<file path="src/rtl/drift_responder.sv">
// drift_responder: half-rate clock generator whose next half period can be
// lengthened or shortened by one sys clock on request from a drift tracker.
// Each accepted request is answered with a one-cycle drift_res_o pulse.

package common_p;
  // Clock/reset bundle for one clock domain.
  typedef struct packed {
    logic clk;
    logic rst_n;
  } clk_dom_s;
endpackage

package clks_alot_p;
  // Delay lengthens the next half period by one cycle; advance shortens it.
  typedef enum logic {
    DRIFT_DELAY   = 1'b0,
    DRIFT_ADVANCE = 1'b1
  } drift_direction_e;
endpackage

module drift_responder #(
  parameter int HALF_RATE_WIDTH = 16
) (
  input  common_p::clk_dom_s             sys_dom_i,
  input  logic                           enable_i,
  input  logic                           clear_state_i,
  input  logic [HALF_RATE_WIDTH-1:0]     half_period_i,
  input  logic                           drift_req_i,
  input  clks_alot_p::drift_direction_e  drift_direction_i,
  output logic                           drift_res_o,
  output logic                           drift_rejected_o,
  output logic                           clk_o,
  output logic                           rise_o,
  output logic                           fall_o
);

  import clks_alot_p::*;

  localparam int W = HALF_RATE_WIDTH;

  localparam logic [1:0] IDLE      = 2'd0;
  localparam logic [1:0] PENDING   = 2'd1;
  localparam logic [1:0] ACK       = 2'd2;
  localparam logic [1:0] WAIT_DROP = 2'd3;

  localparam logic [W-1:0] MIN_HALF = W'(2);

  logic clk;
  logic rst_n;
  assign clk   = sys_dom_i.clk;
  assign rst_n = sys_dom_i.rst_n;

  logic [W-1:0]     cnt_q, cnt_d;
  logic             clk_q, clk_d;
  logic             rise_q, rise_d;
  logic             fall_q, fall_d;
  logic [1:0]       state_q, state_d;
  drift_direction_e dir_q, dir_d;
  logic             rej_q, rej_d;

  logic [W-1:0] eff_half;
  logic [W-1:0] reload;
  logic         boundary;
  logic         too_short;
  logic         apply_delay;
  logic         apply_advance;

  // Half-period selection: clamp, decide adjustment and compute reload value.
  always_comb begin
    eff_half      = (half_period_i < MIN_HALF) ? MIN_HALF : half_period_i;
    boundary      = enable_i && (cnt_q == '0);
    too_short     = (eff_half == MIN_HALF);
    apply_delay   = boundary && (state_q == PENDING) && (dir_q == DRIFT_DELAY);
    apply_advance = boundary && (state_q == PENDING) && (dir_q == DRIFT_ADVANCE) && !too_short;
    // A delay reloads eff_half itself, so 2^W-1 fits without wrapping.
    if (apply_delay)        reload = eff_half;
    else if (apply_advance) reload = eff_half - W'(2);
    else                    reload = eff_half - W'(1);
  end

  // Next-state logic for the counter, generated clock and request FSM.
  always_comb begin
    // NOTE: every variable gets a default first so no path leaves it unassigned and infers a latch.
    cnt_d   = cnt_q;
    clk_d   = clk_q;
    rise_d  = 1'b0;
    fall_d  = 1'b0;
    state_d = state_q;
    dir_d   = dir_q;
    rej_d   = rej_q;

    if (clear_state_i) begin
      cnt_d   = '0;
      clk_d   = 1'b0;
      state_d = IDLE;
      dir_d   = DRIFT_DELAY;
      rej_d   = 1'b0;
    end else if (enable_i) begin
      if (cnt_q == '0) begin
        clk_d  = ~clk_q;
        rise_d = ~clk_q;
        fall_d = clk_q;
        cnt_d  = reload;
      end else begin
        cnt_d = cnt_q - W'(1);
      end

      case (state_q)
        IDLE: begin
          if (drift_req_i) begin
            dir_d   = drift_direction_i;
            rej_d   = 1'b0;
            state_d = PENDING;
          end
        end
        PENDING: begin
          if (boundary) begin
            rej_d   = (dir_q == DRIFT_ADVANCE) && too_short;
            state_d = ACK;
          end
        end
        ACK:       state_d = WAIT_DROP;
        WAIT_DROP: if (!drift_req_i) state_d = IDLE;
        default:   state_d = IDLE;
      endcase
    end
  end

  // State registers with asynchronous active-low reset.
  always_ff @(posedge clk or negedge rst_n) begin
    if (!rst_n) begin
      cnt_q   <= '0;
      clk_q   <= 1'b0;
      rise_q  <= 1'b0;
      fall_q  <= 1'b0;
      state_q <= IDLE;
      dir_q   <= DRIFT_DELAY;
      rej_q   <= 1'b0;
    end else begin
      // NOTE: non-blocking assignments so every register samples pre-edge values.
      cnt_q   <= cnt_d;
      clk_q   <= clk_d;
      rise_q  <= rise_d;
      fall_q  <= fall_d;
      state_q <= state_d;
      dir_q   <= dir_d;
      rej_q   <= rej_d;
    end
  end

  // ACK is held while disabled, so the completion pulse is gated to one enabled cycle.
  assign drift_res_o      = (state_q == ACK) && enable_i;
  assign drift_rejected_o = (state_q == ACK) && enable_i && rej_q;
  assign clk_o            = clk_q;
  assign rise_o           = rise_q;
  assign fall_o           = fall_q;

endmodule

</file>
<file path="config.mk">
export PLATFORM = sky130hd
export DESIGN_NAME = drift_responder
export DESIGN_NICKNAME = d
export VERILOG_FILES = /design/src/rtl/drift_responder.sv
export SDC_FILE = /design/constraint.sdc
export NUM_CORES = 1
export LEC_CHECK = 0
export CAP_MARGIN = 20
export CORE_MARGIN = 2
export CORE_UTILIZATION = 40
export CTS_BUF_LIST = sky130_fd_sc_hd__clkbuf_4 sky130_fd_sc_hd__clkbuf_8
export DETAILED_ROUTE_END_ITERATION = 12
export RECOVER_POWER = 25
export SYNTH_ARGS = -nofsm -noshare
export SYNTH_HDL_FRONTEND = slang
export SYNTH_SLANG_ARGS = --single-unit
</file>
<file path="constraint.sdc">
create_clock -name sys_dom_i -period 6 [get_ports sys_dom_i]
set_clock_uncertainty 0.15 [all_clocks]
set_input_delay 0.6 -clock sys_dom_i [delete_from_list [all_inputs] [get_ports sys_dom_i]]
set_output_delay 0.6 -clock sys_dom_i [all_outputs]
set_load 0.02 [all_outputs]
</file>
==> impl_metrics.prom, run 1 <==
# TYPE chip_impl_metric gauge
chip_impl_metric{name="diodes",unit=""} 0
chip_impl_metric{name="detailroute.wirelength.met3",unit="um"} 381
chip_impl_metric{name="grt_start_max_net_pins",unit=""} 29
chip_impl_metric{name="post-route-util",unit="%"} 48.5
chip_impl_metric{name="layout_worst_path_cycle_share",unit="%"} 81.6
chip_impl_metric{name="wl_per_cell",unit="um"} 17.2
chip_impl_metric{name="timing.setup.tns",unit="ns"} 0
chip_impl_metric{name="finish.instance_area",unit="um^2"} 2440
chip_impl_metric{name="crit_cells",unit=""} 10
chip_impl_metric{name="global_route.overflow_total",unit=""} 0
chip_impl_metric{name="final_period_minus_worst_setup_slack",unit="ns"} 4.90
chip_impl_metric{name="async_reset_ff_share",unit="%"} 100
chip_impl_info{name="status",value="finished, violations left"} 1
chip_impl_metric{name="cpPeakStageDelay",unit="ns"} 0.70
chip_impl_metric{name="coreArea",unit="um^2"} 5040
chip_impl_metric{name="timing.reg2reg.setup_slack",unit="ns"} 2.63
chip_impl_metric{name="die_boundary_width",unit="um"} 75.7
chip_impl_metric{name="final_setup_violation_count",unit=""} 0
chip_impl_metric{name="cellPowerDensity",unit="nW/um^2"} 359
chip_impl_metric{name="critPathArrivalTime",unit="ns"} 4.91
chip_impl_info{name="worstSetupEndpointType",value="flop"} 1
chip_impl_metric{name="met2_wirelength",unit="um"} 2560
chip_impl_metric{name="maxClockFrequency",unit="MHz"} 204
chip_impl_info{name="rsz0062_at_grt",value="no"} 1
chip_impl_metric{name="grt_pass1_vias",unit=""} 1963
chip_impl_metric{name="die-height",unit="um"} 75.7
chip_impl_metric{name="cts.clk_slew.worst_paths",unit="ns"} 0.09
chip_impl_metric{name="ios",unit=""} 27
chip_impl_metric{name="distinct_cell_type_count_of_the_synthesized_netlist",unit=""} 56
chip_impl_metric{name="postCtsResizedCells",unit=""} 0
chip_impl_metric{name="drcViolationCount",unit=""} 0
chip_impl_metric{name="cap_viol_max_count",unit=""} 0
chip_impl_metric{name="detail_route.vias_per_cell",unit=""} 6.02
chip_impl_metric{name="route.layer.met1.wl",unit="um"} 2840
chip_impl_metric{name="grt_antenna_before_repair",unit=""} 0
chip_impl_metric{name="holdBufCountCts",unit=""} 0
chip_impl_metric{name="placementRows",unit=""} 26
chip_impl_info{name="top_layer",value="met4"} 1
chip_impl_metric{name="design_power_total",unit="uW"} 877
chip_impl_metric{name="dieArea",unit="um^2"} 5730
chip_impl_metric{name="crit_buf_inv",unit=""} 1
chip_impl_metric{name="nets",unit=""} 303
chip_impl_metric{name="grt_pass1_wl",unit="um"} 9650
chip_impl_info{name="min_path_type",value="clk2async"} 1
chip_impl_metric{name="reg2regPathDepth",unit=""} 8
chip_impl_metric{name="synth.yosys.seq_area_share",unit="%"} 28.0
chip_impl_metric{name="postSynthCellCount",unit=""} 247
chip_impl_info{name="cp-start-kind",value="primary input"} 1
chip_impl_metric{name="drt_wl_total",unit="um"} 5870
chip_impl_metric{name="tightestPinTransition",unit="ns"} 0.844
chip_impl_metric{name="post-cts-setup-buffer-count",unit=""} 0
chip_impl_metric{name="proportion_of_layout_cells_with_a_drive_suffix_above_1",unit="%"} 6.25
chip_impl_info{name="path_delay_family",value="simple AND/OR/NAND/NOR gates"} 1
chip_impl_metric{name="synth_area_per_cell",unit="um^2"} 8.32
chip_impl_metric{name="fin_worst_hold_slack",unit="ns"} -0.448
chip_impl_info{name="synth_top_cells_by_area",value="sky130_fd_sc_hd__dfrtp_1 28%, sky130_fd_sc_hd__ha_1 5.5%, sky130_fd_sc_hd__nor2_1 4.0%, sky130_fd_sc_hd__or3_1 3.7%, sky130_fd_sc_hd__nor4_1 3.0%"} 1
chip_impl_metric{name="grt_util_all_layers",unit="%"} 23.2
chip_impl_info{name="worst_path_most_repeated_cell",value="sky130_fd_sc_hd__or4_1"} 1
chip_impl_metric{name="hpwlAfterDp",unit="um"} 4290
chip_impl_metric{name="irDropWorstVdd",unit="mV"} 0.140
chip_impl_metric{name="yosys.area.top_type_share",unit="%"} 28.0
chip_impl_info{name="synth_top_area_cell",value="sky130_fd_sc_hd__dfrtp_1"} 1
chip_impl_metric{name="mappedNetlistArea",unit="um^2"} 2060
chip_impl_metric{name="worst_slew_margin_rel",unit="%"} 43.3
chip_impl_metric{name="final-seq-area",unit="um^2"} 576
chip_impl_info{name="cp_slowest_cell",value="sky130_fd_sc_hd__or4_1"} 1
chip_impl_metric{name="leakage",unit="nW"} 0.934
chip_impl_metric{name="max_slew_violation_total_from_the_final_report",unit=""} 0
chip_impl_info{name="cts_tree",value="built"} 1
chip_impl_metric{name="yosys_warnings",unit=""} 0
chip_impl_metric{name="fill_cell_instance_count_of_the_final_layout",unit=""} 515
chip_impl_metric{name="synth_nets",unit=""} 278
chip_impl_metric{name="clock_latency",unit="ns"} 0.28
chip_impl_info{name="worst-setup-path-type",value="in2reg"} 1
chip_impl_metric{name="firstDrtPassIters",unit=""} 5
chip_impl_metric{name="drt.antenna.violating_nets",unit=""} 0
chip_impl_metric{name="place_area",unit="um^2"} 2360
chip_impl_metric{name="area_growth_syn_to_layout",unit="%"} 18.9
chip_impl_metric{name="largest_driver_fanout_on_the_critical_path",unit=""} 9
chip_impl_metric{name="replace_congestion",unit=""} 0.869
chip_impl_metric{name="crit_required",unit="ns"} 6.02
chip_impl_metric{name="finalHoldViolCount",unit=""} 23
chip_impl_metric{name="routed-via-count",unit=""} 2058
chip_impl_metric{name="synth_enable_flop_cells",unit=""} 0
chip_impl_metric{name="yosys_register_bits",unit=""} 23
chip_impl_metric{name="initial_core_util",unit="%"} 40.8
chip_impl_metric{name="drt_iter0_markers",unit=""} 130
chip_impl_info{name="violations",value="negative hold slack"} 1
chip_impl_info{name="path_cells",value="clkdlybuf4s50_1 -> or4_1 -> or3_1 -> o31ai_4 -> ha_1 -> or4b_2 -> or4_1 -> a21oi_1 -> nor3_1 -> a311o_1"} 1
chip_impl_info{name="synthFlopType",value="sky130_fd_sc_hd__dfrtp_1"} 1
chip_impl_metric{name="multi_input_comb_area",unit="um^2"} 1380
chip_impl_metric{name="port_buffers",unit=""} 25
==> worst paths after layout <==
path | from | endpoint
hold reg to reg | clk_o$_DFFE_PN0P_ | rise_o$_DFF_PN0_
min in group sys_dom_i | clk_o$_DFFE_PN0P_ | rise_o$_DFF_PN0_
hold / removal | sys_dom_i[0] | cnt_q[7]$_DFFE_PN0P_
setup reg to reg | cnt_q[0]$_DFFE_PN0P_ | cnt_q[1]$_DFFE_PN0P_
max in group asynchronous | sys_dom_i[0] | clk_o$_DFFE_PN0P_
setup / recovery | half_period_i[6] | cnt_q[13]$_DFFE_PN0P_
==> cell usage in the layout, fill, tap and decap left out, drive strengths merged, types with 5 or more instances in the layout <==
cell and count:
clkdlybuf4s50 25, dfrtp 23, nor2 22, nand2 13, inv 13, or3 13
a21oi 12, o21ai 11, nor4 10, nor3 10, ha 9, nand3 8
or4 8, mux2i 6, a211o 6, clkbuf 6, nor3b 5, xnor2 5
o31a 5
==> area by class of cell <==
class                      instances  share of cell area [%]
clock buffer                       6                    2.56
clock inverter                     2                   0.768
inverter                          12                    1.84
multi-input combinational        201                    56.6
sequential                        23                    23.5
tap                               70                    3.58
timing repair buffer              28                    11.2
==> through the flow <==
stage,std cells,worst slack [ns]
after floorplan,247,1.72
after global placement,334,0.914
after detailed placement,334,0.868
after CTS,342,1.14
after global routing,342,0.890
final,342,1.10
==> cells in the mapped netlist, types with 4 or more instances <==
cell,number
sky130_fd_sc_hd__nor4_1,10
sky130_fd_sc_hd__nand3_1,8
sky130_fd_sc_hd__clkbuf_1,6
sky130_fd_sc_hd__o21ai_0,11
sky130_fd_sc_hd__nand2_1,13
sky130_fd_sc_hd__ha_1,9
sky130_fd_sc_hd__or3_1,12
sky130_fd_sc_hd__nor3_1,9
sky130_fd_sc_hd__nor3b_1,5
sky130_fd_sc_hd__nor4b_1,4
sky130_fd_sc_hd__and3_1,4
sky130_fd_sc_hd__nor2_1,22
sky130_fd_sc_hd__inv_1,12
sky130_fd_sc_hd__or4_1,7
sky130_fd_sc_hd__o31a_1,5
sky130_fd_sc_hd__nand4_1,4
sky130_fd_sc_hd__dfrtp_1,23
sky130_fd_sc_hd__mux2i_1,6
sky130_fd_sc_hd__a211o_1,6
sky130_fd_sc_hd__xnor2_1,5
sky130_fd_sc_hd__a21oi_1,12
==> cells by family (layout without fill, tap and decap cells) <==
kind of cell	count (synthesis)	in the layout	share of synthesized area (%)
compound gates	64	64	23.8
fa+ha+maj	9	9	5.48
simple gates	115	115	32.1
buf+inv	23	48	4.75
flops	23	23	28.0
mux	6	6	2.92
xor+xnor	7	7	2.98
==> flip-flops by register name, summed over array words and instances, names as in the netlist <==
register / count
cnt_q: 16
dir_q: 1
state_q: 2
rej_q: 1
clk_o: 1
rise_o: 1
fall_o: 1
==> layer usage <==
metal | global-route usage [%] | vias up
li1 | - | 1001
met1 | 33.9 | 978
met2 | 31.1 | 73
met3 | 5.42 | 6
met4 | 12.7 | 0
met5 | 0 | -
==> power breakdown <==
part           internal [mW]  leakage (nW)  switching [mW]  total (mW)
Clock                 0.0729        0.0373           0.138       0.211
Combinational          0.182         0.585           0.263       0.445
Sequential             0.173         0.312          0.0482       0.222
Total                  0.428         0.934           0.449       0.877
(Power assumes the default switching activity.)
==> inputs of run 2 (changes only) <==
Clock period 6 ns to 4.3 ns, I/O delays scaled along.
==> run 2 against run 1 <==
- worst setup slack got worse by 0.88 ns
- the run still ends with negative hold slack left
- hold slack improved by 0.18 ns
- die area unchanged
- sequential power increased by 40%
- sequential share of layout area fell by 2.1 points
- clock power rose by 23%
- via count rose by 6.9%
- critical path depth rose by 4
- cell area increased by 9.8%
- cell count rose by 8.8%
- largest cell class unchanged
- first-iteration DRC count is 33% higher
- wire length up 8.0%
==> impl_metrics.prom, run 2 (synthesis gave the netlist of run 1 again) <==
# TYPE chip_impl_metric gauge
chip_impl_info{name="status",value="finished, violations left"} 1
chip_impl_info{name="violations",value="negative hold slack"} 1
chip_impl_info{name="rsz0062_at_grt",value="no"} 1
chip_impl_metric{name="dpl.cell_count",unit=""} 364
chip_impl_metric{name="cap_viol_max_count",unit=""} 0
chip_impl_metric{name="leakage",unit="nW"} 1.07
chip_impl_info{name="layout_common_cells",value="33 x sky130_fd_sc_hd__buf_4, 25 x sky130_fd_sc_hd__clkdlybuf4s50_1, 23 x sky130_fd_sc_hd__dfrtp_1"} 1
chip_impl_metric{name="nets",unit=""} 333
chip_impl_info{name="crit-reg2reg-launch",value="cnt_q[0]$_DFFE_PN0P_"} 1
chip_impl_metric{name="diodes",unit=""} 0
chip_impl_metric{name="finalHoldViolCount",unit=""} 23
chip_impl_metric{name="worst_slew_margin_rel",unit="%"} 45.3
chip_impl_metric{name="die_boundary_width",unit="um"} 75.7
chip_impl_metric{name="critPathArrivalTime",unit="ns"} 4.08
chip_impl_info{name="worst-setup-path-type",value="in2reg"} 1
chip_impl_metric{name="drcViolationCount",unit=""} 0
chip_impl_metric{name="wl_per_cell",unit="um"} 17.0
chip_impl_metric{name="fin_worst_hold_slack",unit="ns"} -0.265
chip_impl_metric{name="flip_flop_count_of_the_largest_register_after_layout",unit=""} 16
chip_impl_metric{name="crit_required",unit="ns"} 4.31
chip_impl_metric{name="area_growth_syn_to_layout",unit="%"} 30.6
chip_impl_metric{name="replace_congestion",unit=""} 0.902
chip_impl_info{name="min_path_type",value="clk2async"} 1
chip_impl_metric{name="final_setup_violation_count",unit=""} 0
chip_impl_info{name="setup.worst_path.end",value="cnt_q[8]$_DFFE_PN0P_"} 1
chip_impl_metric{name="grt_antenna_before_repair",unit=""} 0
chip_impl_info{name="critPathLaunch",value="half_period_i[6]"} 1
chip_impl_metric{name="irDropWorstVdd",unit="mV"} 0.168
chip_impl_metric{name="part_of_the_power_in_registers",unit="%"} 24.9
chip_impl_metric{name="die-height",unit="um"} 75.7
chip_impl_info{name="final_common_cell",value="sky130_fd_sc_hd__buf_4"} 1
chip_impl_metric{name="net-switching-power",unit="uW"} 636
chip_impl_metric{name="grt_pass1_vias",unit=""} 2083
chip_impl_metric{name="grt_util_all_layers",unit="%"} 24.6
chip_impl_metric{name="timing.reg2reg.setup_slack",unit="ns"} 0.95
chip_impl_metric{name="design_power_total",unit="mW"} 1.24
chip_impl_metric{name="p_comb_share",unit="%"} 54.2
chip_impl_metric{name="grt_start_max_net_pins",unit=""} 29
chip_impl_metric{name="tightestPinTransition",unit="ns"} 0.814
chip_impl_metric{name="post-route-util",unit="%"} 53.2
chip_impl_info{name="worstReg2RegEnd",value="rej_q$_DFFE_PN0P_"} 1
chip_impl_metric{name="layout_worst_path_cycle_share",unit="%"} 94.8
chip_impl_metric{name="largest_driver_fanout_on_the_critical_path",unit=""} 7
chip_impl_metric{name="ios",unit=""} 27
chip_impl_metric{name="fill_cell_instance_count_of_the_final_layout",unit=""} 487
chip_impl_metric{name="proportion_of_layout_cells_with_a_drive_suffix_above_1",unit="%"} 15.9
chip_impl_metric{name="hpwlAfterDp",unit="um"} 4740
chip_impl_metric{name="port_buffers",unit=""} 25
chip_impl_metric{name="firstDrtPassIters",unit=""} 4
chip_impl_metric{name="drt.antenna.violating_nets",unit=""} 0
chip_impl_metric{name="post_layout_nonfiller_instances",unit=""} 372
chip_impl_metric{name="share_clk_of_total_power",unit="%"} 20.8
chip_impl_info{name="reg.largest.list",value="cnt_q: 16 flops, state_q: 2 flops"} 1
chip_impl_metric{name="drt_wl_total",unit="um"} 6340
chip_impl_metric{name="finalWorstSetupSlack",unit="ns"} 0.226
chip_impl_metric{name="cts.clk_slew.worst_paths",unit="ns"} 0.09
chip_impl_metric{name="routed-via-count",unit=""} 2201
chip_impl_metric{name="max_slew_violation_total_from_the_final_report",unit=""} 0
chip_impl_metric{name="coreArea",unit="um^2"} 5040
chip_impl_metric{name="initial_core_util",unit="%"} 40.8
chip_impl_info{name="worstSetupEndpointType",value="flop"} 1
chip_impl_metric{name="clock_latency",unit="ns"} 0.27
chip_impl_metric{name="holdBufCountCts",unit=""} 0
chip_impl_metric{name="timing.setup.tns",unit="ns"} 0
chip_impl_metric{name="detail_route.vias_per_cell",unit=""} 5.92
chip_impl_metric{name="final_period_minus_worst_setup_slack",unit="ns"} 4.07
chip_impl_metric{name="power.switching_fraction",unit="%"} 51.1
chip_impl_metric{name="maxClockFrequency",unit="MHz"} 245
chip_impl_metric{name="reg2regPathDepth",unit=""} 8
chip_impl_metric{name="cellPowerDensity",unit="nW/um^2"} 464
chip_impl_metric{name="internal-power",unit="uW"} 608
chip_impl_metric{name="grt_pass1_wl",unit="um"} 10200
chip_impl_info{name="registers.top_by_ff_count",value="cnt_q"} 1
chip_impl_metric{name="dieArea",unit="um^2"} 5730
chip_impl_info{name="cts_tree",value="built"} 1
chip_impl_info{name="cp-start-kind",value="primary input"} 1
chip_impl_metric{name="global_route.overflow_total",unit=""} 0
chip_impl_metric{name="dp_slack",unit="ns"} -0.310
chip_impl_metric{name="drt_iter0_markers",unit=""} 173
chip_impl_metric{name="placementRows",unit=""} 26
-- run 2: what timing repair did --
item,CTS,global route
endpoints found under the hold margin,0,0
resized for setup,1,4
endpoints found under the setup margin,2,11
cloned,0,0
setup buffers,0,0
-- run 2: final cells by class --
| cell class | count | area (um^2) | area share [%] |
|---|---|---|---|
| multi-input cells | 201 | 1420 | 52.8 |
| flip-flops and latches | 23 | 576 | 21.4 |
| repair buffers | 58 | 498 | 18.6 |
| well taps | 70 | 87.6 | 3.26 |
| clock buffers | 6 | 52.6 | 1.96 |
| inverters | 12 | 45.0 | 1.68 |
| clock inverters | 2 | 8.76 | 0.326 |
-- run 2: how the worst min path moves through the flow --
stage | end | slack (ns) | depth (start not counted)
2_1_floorplan | clk_o$_DFFE_PN0P_ | -0.45 | 0
3_3_place_gp | clk_o$_DFFE_PN0P_ | -0.45 | 0
3_5_place_dp | clk_o$_DFFE_PN0P_ | -0.45 | 0
4_1_cts | state_q[0]$_DFFE_PN0P_ | -0.49 | 2
5_1_grt | cnt_q[0]$_DFFE_PN0P_ | -0.18 | 2
6_report | cnt_q[2]$_DFFE_PN0P_ | -0.26 | 2
-- run 2: critical path, cell delays in order --
cell and delay, ns:
sky130_fd_sc_hd__clkdlybuf4s50_1 0.49, sky130_fd_sc_hd__or4_1 0.57, sky130_fd_sc_hd__or3_4 0.45, sky130_fd_sc_hd__nor2_1 0.10
sky130_fd_sc_hd__nor2_1 0.06, sky130_fd_sc_hd__inv_1 0.08, sky130_fd_sc_hd__ha_1 0.14, sky130_fd_sc_hd__or4b_4 0.49
sky130_fd_sc_hd__o41ai_4 0.25, sky130_fd_sc_hd__or3_4 0.19, sky130_fd_sc_hd__a2bb2oi_1 0.25, sky130_fd_sc_hd__buf_4 0.20
sky130_fd_sc_hd__nor4_1 0.05, sky130_fd_sc_hd__or3_1 0.34
-- run 2: through the flow --
stage	instance area (um^2)	hold slack (ns)
3_5_place_dp	2590	-0.446
6_report	2680	-0.265
5_1_grt	2680	-0.177
2_1_floorplan	2060	-0.446
4_1_cts	2690	-0.488
3_3_place_gp	2590	-0.446
-- run 2: layer usage --
metal	vias up	global-route usage (%)	part of all wire (%)
li1	1068	-	-
met1	1019	31.5	44
met2	104	35.6	45
met3	10	9.39	8.4
met4	0	13.5	2.2
met5	-	0	0
-- run 2: power groups by stage --
| stage | logic [mW] | registers [mW] | clock network, mW |
|---|---|---|---|
| 3_3_place_gp | 0.658 | 0.312 | 0 |
| 4_1_cts | 0.664 | 0.308 | 0.336 |
| 3_5_place_dp | 0.660 | 0.314 | 0 |
| 5_1_grt | 0.738 | 0.318 | 0.293 |
| 6_report | 0.675 | 0.310 | 0.259 |
| 2_1_floorplan | 0.446 | 0.306 | 0 |
==> inputs of run 3 (changes only) <==
Settings changed: CELL_PAD_IN_SITES_DETAIL_PLACEMENT set to 1, CELL_PAD_IN_SITES_GLOBAL_PLACEMENT set to 2, CORE_ASPECT_RATIO set to 1.5, CORE_UTILIZATION 40 to 31, PLACE_DENSITY_LB_ADDON set to 0.1.
==> run 3 against run 2 <==
- the run still ends with negative hold slack left
- total power up 2.8%
- register-to-register slack about the same
- first-iteration DRC count shrank 42%
- critical path type unchanged
- cell area up 0.19%
- largest cell class unchanged
- sequential power is essentially flat
- combinational power is 1% higher
==> impl_metrics.prom, run 3 (synthesis gave the netlist of run 1 again) <==
# TYPE chip_impl_metric gauge
chip_impl_metric{name="maxClockFrequency",unit="MHz"} 241
chip_impl_metric{name="post-route-util",unit="%"} 41.7
chip_impl_metric{name="cap_viol_max_count",unit=""} 0
chip_impl_metric{name="proportion_of_layout_cells_with_a_drive_suffix_above_1",unit="%"} 16.6
chip_impl_metric{name="wl_per_cell",unit="um"} 19.1
chip_impl_info{name="layout_common_cells",value="33 x sky130_fd_sc_hd__buf_4, 25 x sky130_fd_sc_hd__clkdlybuf4s50_1, 23 x sky130_fd_sc_hd__dfrtp_1"} 1
chip_impl_metric{name="power.switching_fraction",unit="%"} 50.8
chip_impl_info{name="min_path_type",value="clk2async"} 1
chip_impl_metric{name="grt_start_max_net_pins",unit=""} 27
chip_impl_metric{name="dieArea",unit="um^2"} 7310
chip_impl_metric{name="global_route.overflow_total",unit=""} 0
chip_impl_metric{name="finalHoldViolCount",unit=""} 23
chip_impl_metric{name="net-switching-power",unit="uW"} 649
chip_impl_metric{name="critPathArrivalTime",unit="ns"} 4.15
chip_impl_metric{name="drt_wl_total",unit="um"} 7210
chip_impl_metric{name="largest_driver_fanout_on_the_critical_path",unit=""} 11
chip_impl_metric{name="final_setup_violation_count",unit=""} 0
chip_impl_metric{name="fin_worst_hold_slack",unit="ns"} -0.419
chip_impl_info{name="status",value="finished, violations left"} 1
chip_impl_metric{name="drcViolationCount",unit=""} 0
chip_impl_metric{name="drt.antenna.violating_nets",unit=""} 0
chip_impl_metric{name="cellPowerDensity",unit="nW/um^2"} 476
chip_impl_info{name="cp-start-kind",value="primary input"} 1
chip_impl_metric{name="die_boundary_width",unit="um"} 70.5
chip_impl_metric{name="detail_route.vias_per_cell",unit=""} 5.94
chip_impl_metric{name="tightestPinTransition",unit="ns"} 0.748
chip_impl_metric{name="timing.setup.tns",unit="ns"} 0
chip_impl_metric{name="area_growth_syn_to_layout",unit="%"} 30.8
chip_impl_info{name="final_common_cell",value="sky130_fd_sc_hd__buf_4"} 1
chip_impl_info{name="reg.largest.list",value="cnt_q: 16 flops, state_q: 2 flops"} 1
chip_impl_metric{name="post-cts-setup-buffer-count",unit=""} 0
chip_impl_metric{name="hpwlAfterDp",unit="um"} 5530
chip_impl_metric{name="layout_worst_path_cycle_share",unit="%"} 96.3
chip_impl_metric{name="final_period_minus_worst_setup_slack",unit="ns"} 4.14
chip_impl_info{name="cts_tree",value="built"} 1
chip_impl_info{name="violations",value="negative hold slack"} 1
chip_impl_info{name="crit-reg2reg-launch",value="cnt_q[0]$_DFFE_PN0P_"} 1
chip_impl_metric{name="internal-power",unit="uW"} 630
chip_impl_metric{name="coreArea",unit="um^2"} 6440
chip_impl_info{name="registers.top_by_ff_count",value="cnt_q"} 1
chip_impl_metric{name="die-height",unit="um"} 104
chip_impl_metric{name="routed-via-count",unit=""} 2244
chip_impl_metric{name="max_slew_violation_total_from_the_final_report",unit=""} 0
chip_impl_metric{name="cts.clk_slew.worst_paths",unit="ns"} 0.09
chip_impl_metric{name="share_clk_of_total_power",unit="%"} 22.4
chip_impl_metric{name="irDropWorstVdd",unit="mV"} 0.158
chip_impl_metric{name="grt_pass1_wl",unit="um"} 11700
chip_impl_metric{name="replace_congestion",unit=""} 0.800
chip_impl_metric{name="grt_util_all_layers",unit="%"} 20.9
chip_impl_metric{name="crit_required",unit="ns"} 4.31
chip_impl_metric{name="placementRows",unit=""} 36
chip_impl_metric{name="diodes",unit=""} 0
chip_impl_metric{name="port_buffers",unit=""} 25
chip_impl_metric{name="worst_slew_margin_rel",unit="%"} 50.2
chip_impl_metric{name="p_comb_share",unit="%"} 53.5
chip_impl_metric{name="part_of_the_power_in_registers",unit="%"} 24.0
chip_impl_metric{name="initial_core_util",unit="%"} 31.9
chip_impl_metric{name="clock_latency",unit="ns"} 0.27
chip_impl_metric{name="ios",unit=""} 27
chip_impl_metric{name="nets",unit=""} 333
chip_impl_metric{name="grt_pass1_vias",unit=""} 2422
chip_impl_info{name="rsz0062_at_grt",value="no"} 1
chip_impl_metric{name="drt_iter0_markers",unit=""} 100
chip_impl_metric{name="flip_flop_count_of_the_largest_register_after_layout",unit=""} 16
chip_impl_info{name="worst-setup-path-type",value="in2reg"} 1
chip_impl_metric{name="fill_cell_instance_count_of_the_final_layout",unit=""} 787
chip_impl_info{name="worstSetupEndpointType",value="flop"} 1
chip_impl_metric{name="design_power_total",unit="mW"} 1.28
chip_impl_metric{name="dp_slack",unit="ns"} -0.347
chip_impl_metric{name="grt_antenna_before_repair",unit=""} 0
chip_impl_info{name="critPathLaunch",value="half_period_i[7]"} 1
chip_impl_metric{name="finalWorstSetupSlack",unit="ns"} 0.158
chip_impl_metric{name="leakage",unit="nW"} 1.08
chip_impl_metric{name="firstDrtPassIters",unit=""} 4
-- run 3: critical path, stage by stage --
cell,delay [ns]
sky130_fd_sc_hd__clkdlybuf4s50_1,0.42
sky130_fd_sc_hd__or4_4,0.58
sky130_fd_sc_hd__or3_4,0.45
sky130_fd_sc_hd__nor2_1,0.10
sky130_fd_sc_hd__nor2_1,0.06
sky130_fd_sc_hd__inv_1,0.08
sky130_fd_sc_hd__ha_1,0.14
sky130_fd_sc_hd__or4b_2,0.63
sky130_fd_sc_hd__o41ai_2,0.28
sky130_fd_sc_hd__or3_4,0.19
sky130_fd_sc_hd__a2bb2oi_1,0.17
sky130_fd_sc_hd__buf_4,0.22
sky130_fd_sc_hd__nor4_1,0.07
sky130_fd_sc_hd__or3_1,0.34
-- run 3: metal layers --
| metal | wire length (um) | global-route usage [%] |
|---|---|---|
| met5 | 0 | 0 |
| met4 | 196 | 11.3 |
| met3 | 254 | 4.86 |
| met2 | 3930 | 37.6 |
| met1 | 2830 | 21.8 |
-- run 3: layout make-up --
cell class                      instances  area [um^2]  share of cell area, %
Clock inverter                          2         13.8                  0.512
Tap cell                               76         95.1                   3.54
Sequential cell                        23          576                   21.4
Timing Repair Buffer                   58          498                   18.5
Multi-Input combinational cell        201         1400                   52.0
Clock buffer                            6         62.6                   2.33
Inverter                               12         45.0                   1.68
-- run 3: repair_timing --
action,in CTS,in global routing
hold buffers,0,0
hold endpoints to repair,0,0
gates resized for setup,1,2
setup endpoints to repair,4,13
pin swaps,0,0
-- run 3: path summary, 6_finish.rpt --
kind	slack, ns	to	depth (start not counted)
max in group asynchronous	3.75	state_q[1]$_DFFE_PN0P_	2
max	0.16	cnt_q[8]$_DFFE_PN0P_	14
max reg2reg	0.94	cnt_q[1]$_DFFE_PN0P_	8
min in group sys_dom_i	0.36	rise_o$_DFF_PN0_	1
min reg2reg	0.36	rise_o$_DFF_PN0_	1
min	-0.42	cnt_q[8]$_DFFE_PN0P_	2
-- run 3: power by group through the flow --
stage / Sequential [mW] / Combinational (mW) / Clock (mW)
final: 0.307 / 0.685 / 0.287
after detailed placement: 0.313 / 0.684 / 0
after floorplan: 0.306 / 0.446 / 0
after global routing: 0.315 / 0.762 / 0.329
after global placement: 0.312 / 0.681 / 0
after CTS: 0.307 / 0.689 / 0.352
-- run 3: per-stage QoR --
| stage | area [um^2] | cells |
|---|---|---|
| floorplan | 2060 | 247 |
| global route | 2690 | 378 |
| global placement | 2600 | 370 |
| finish | 2690 | 378 |
| CTS | 2700 | 378 |
| detailed placement | 2600 | 370 |
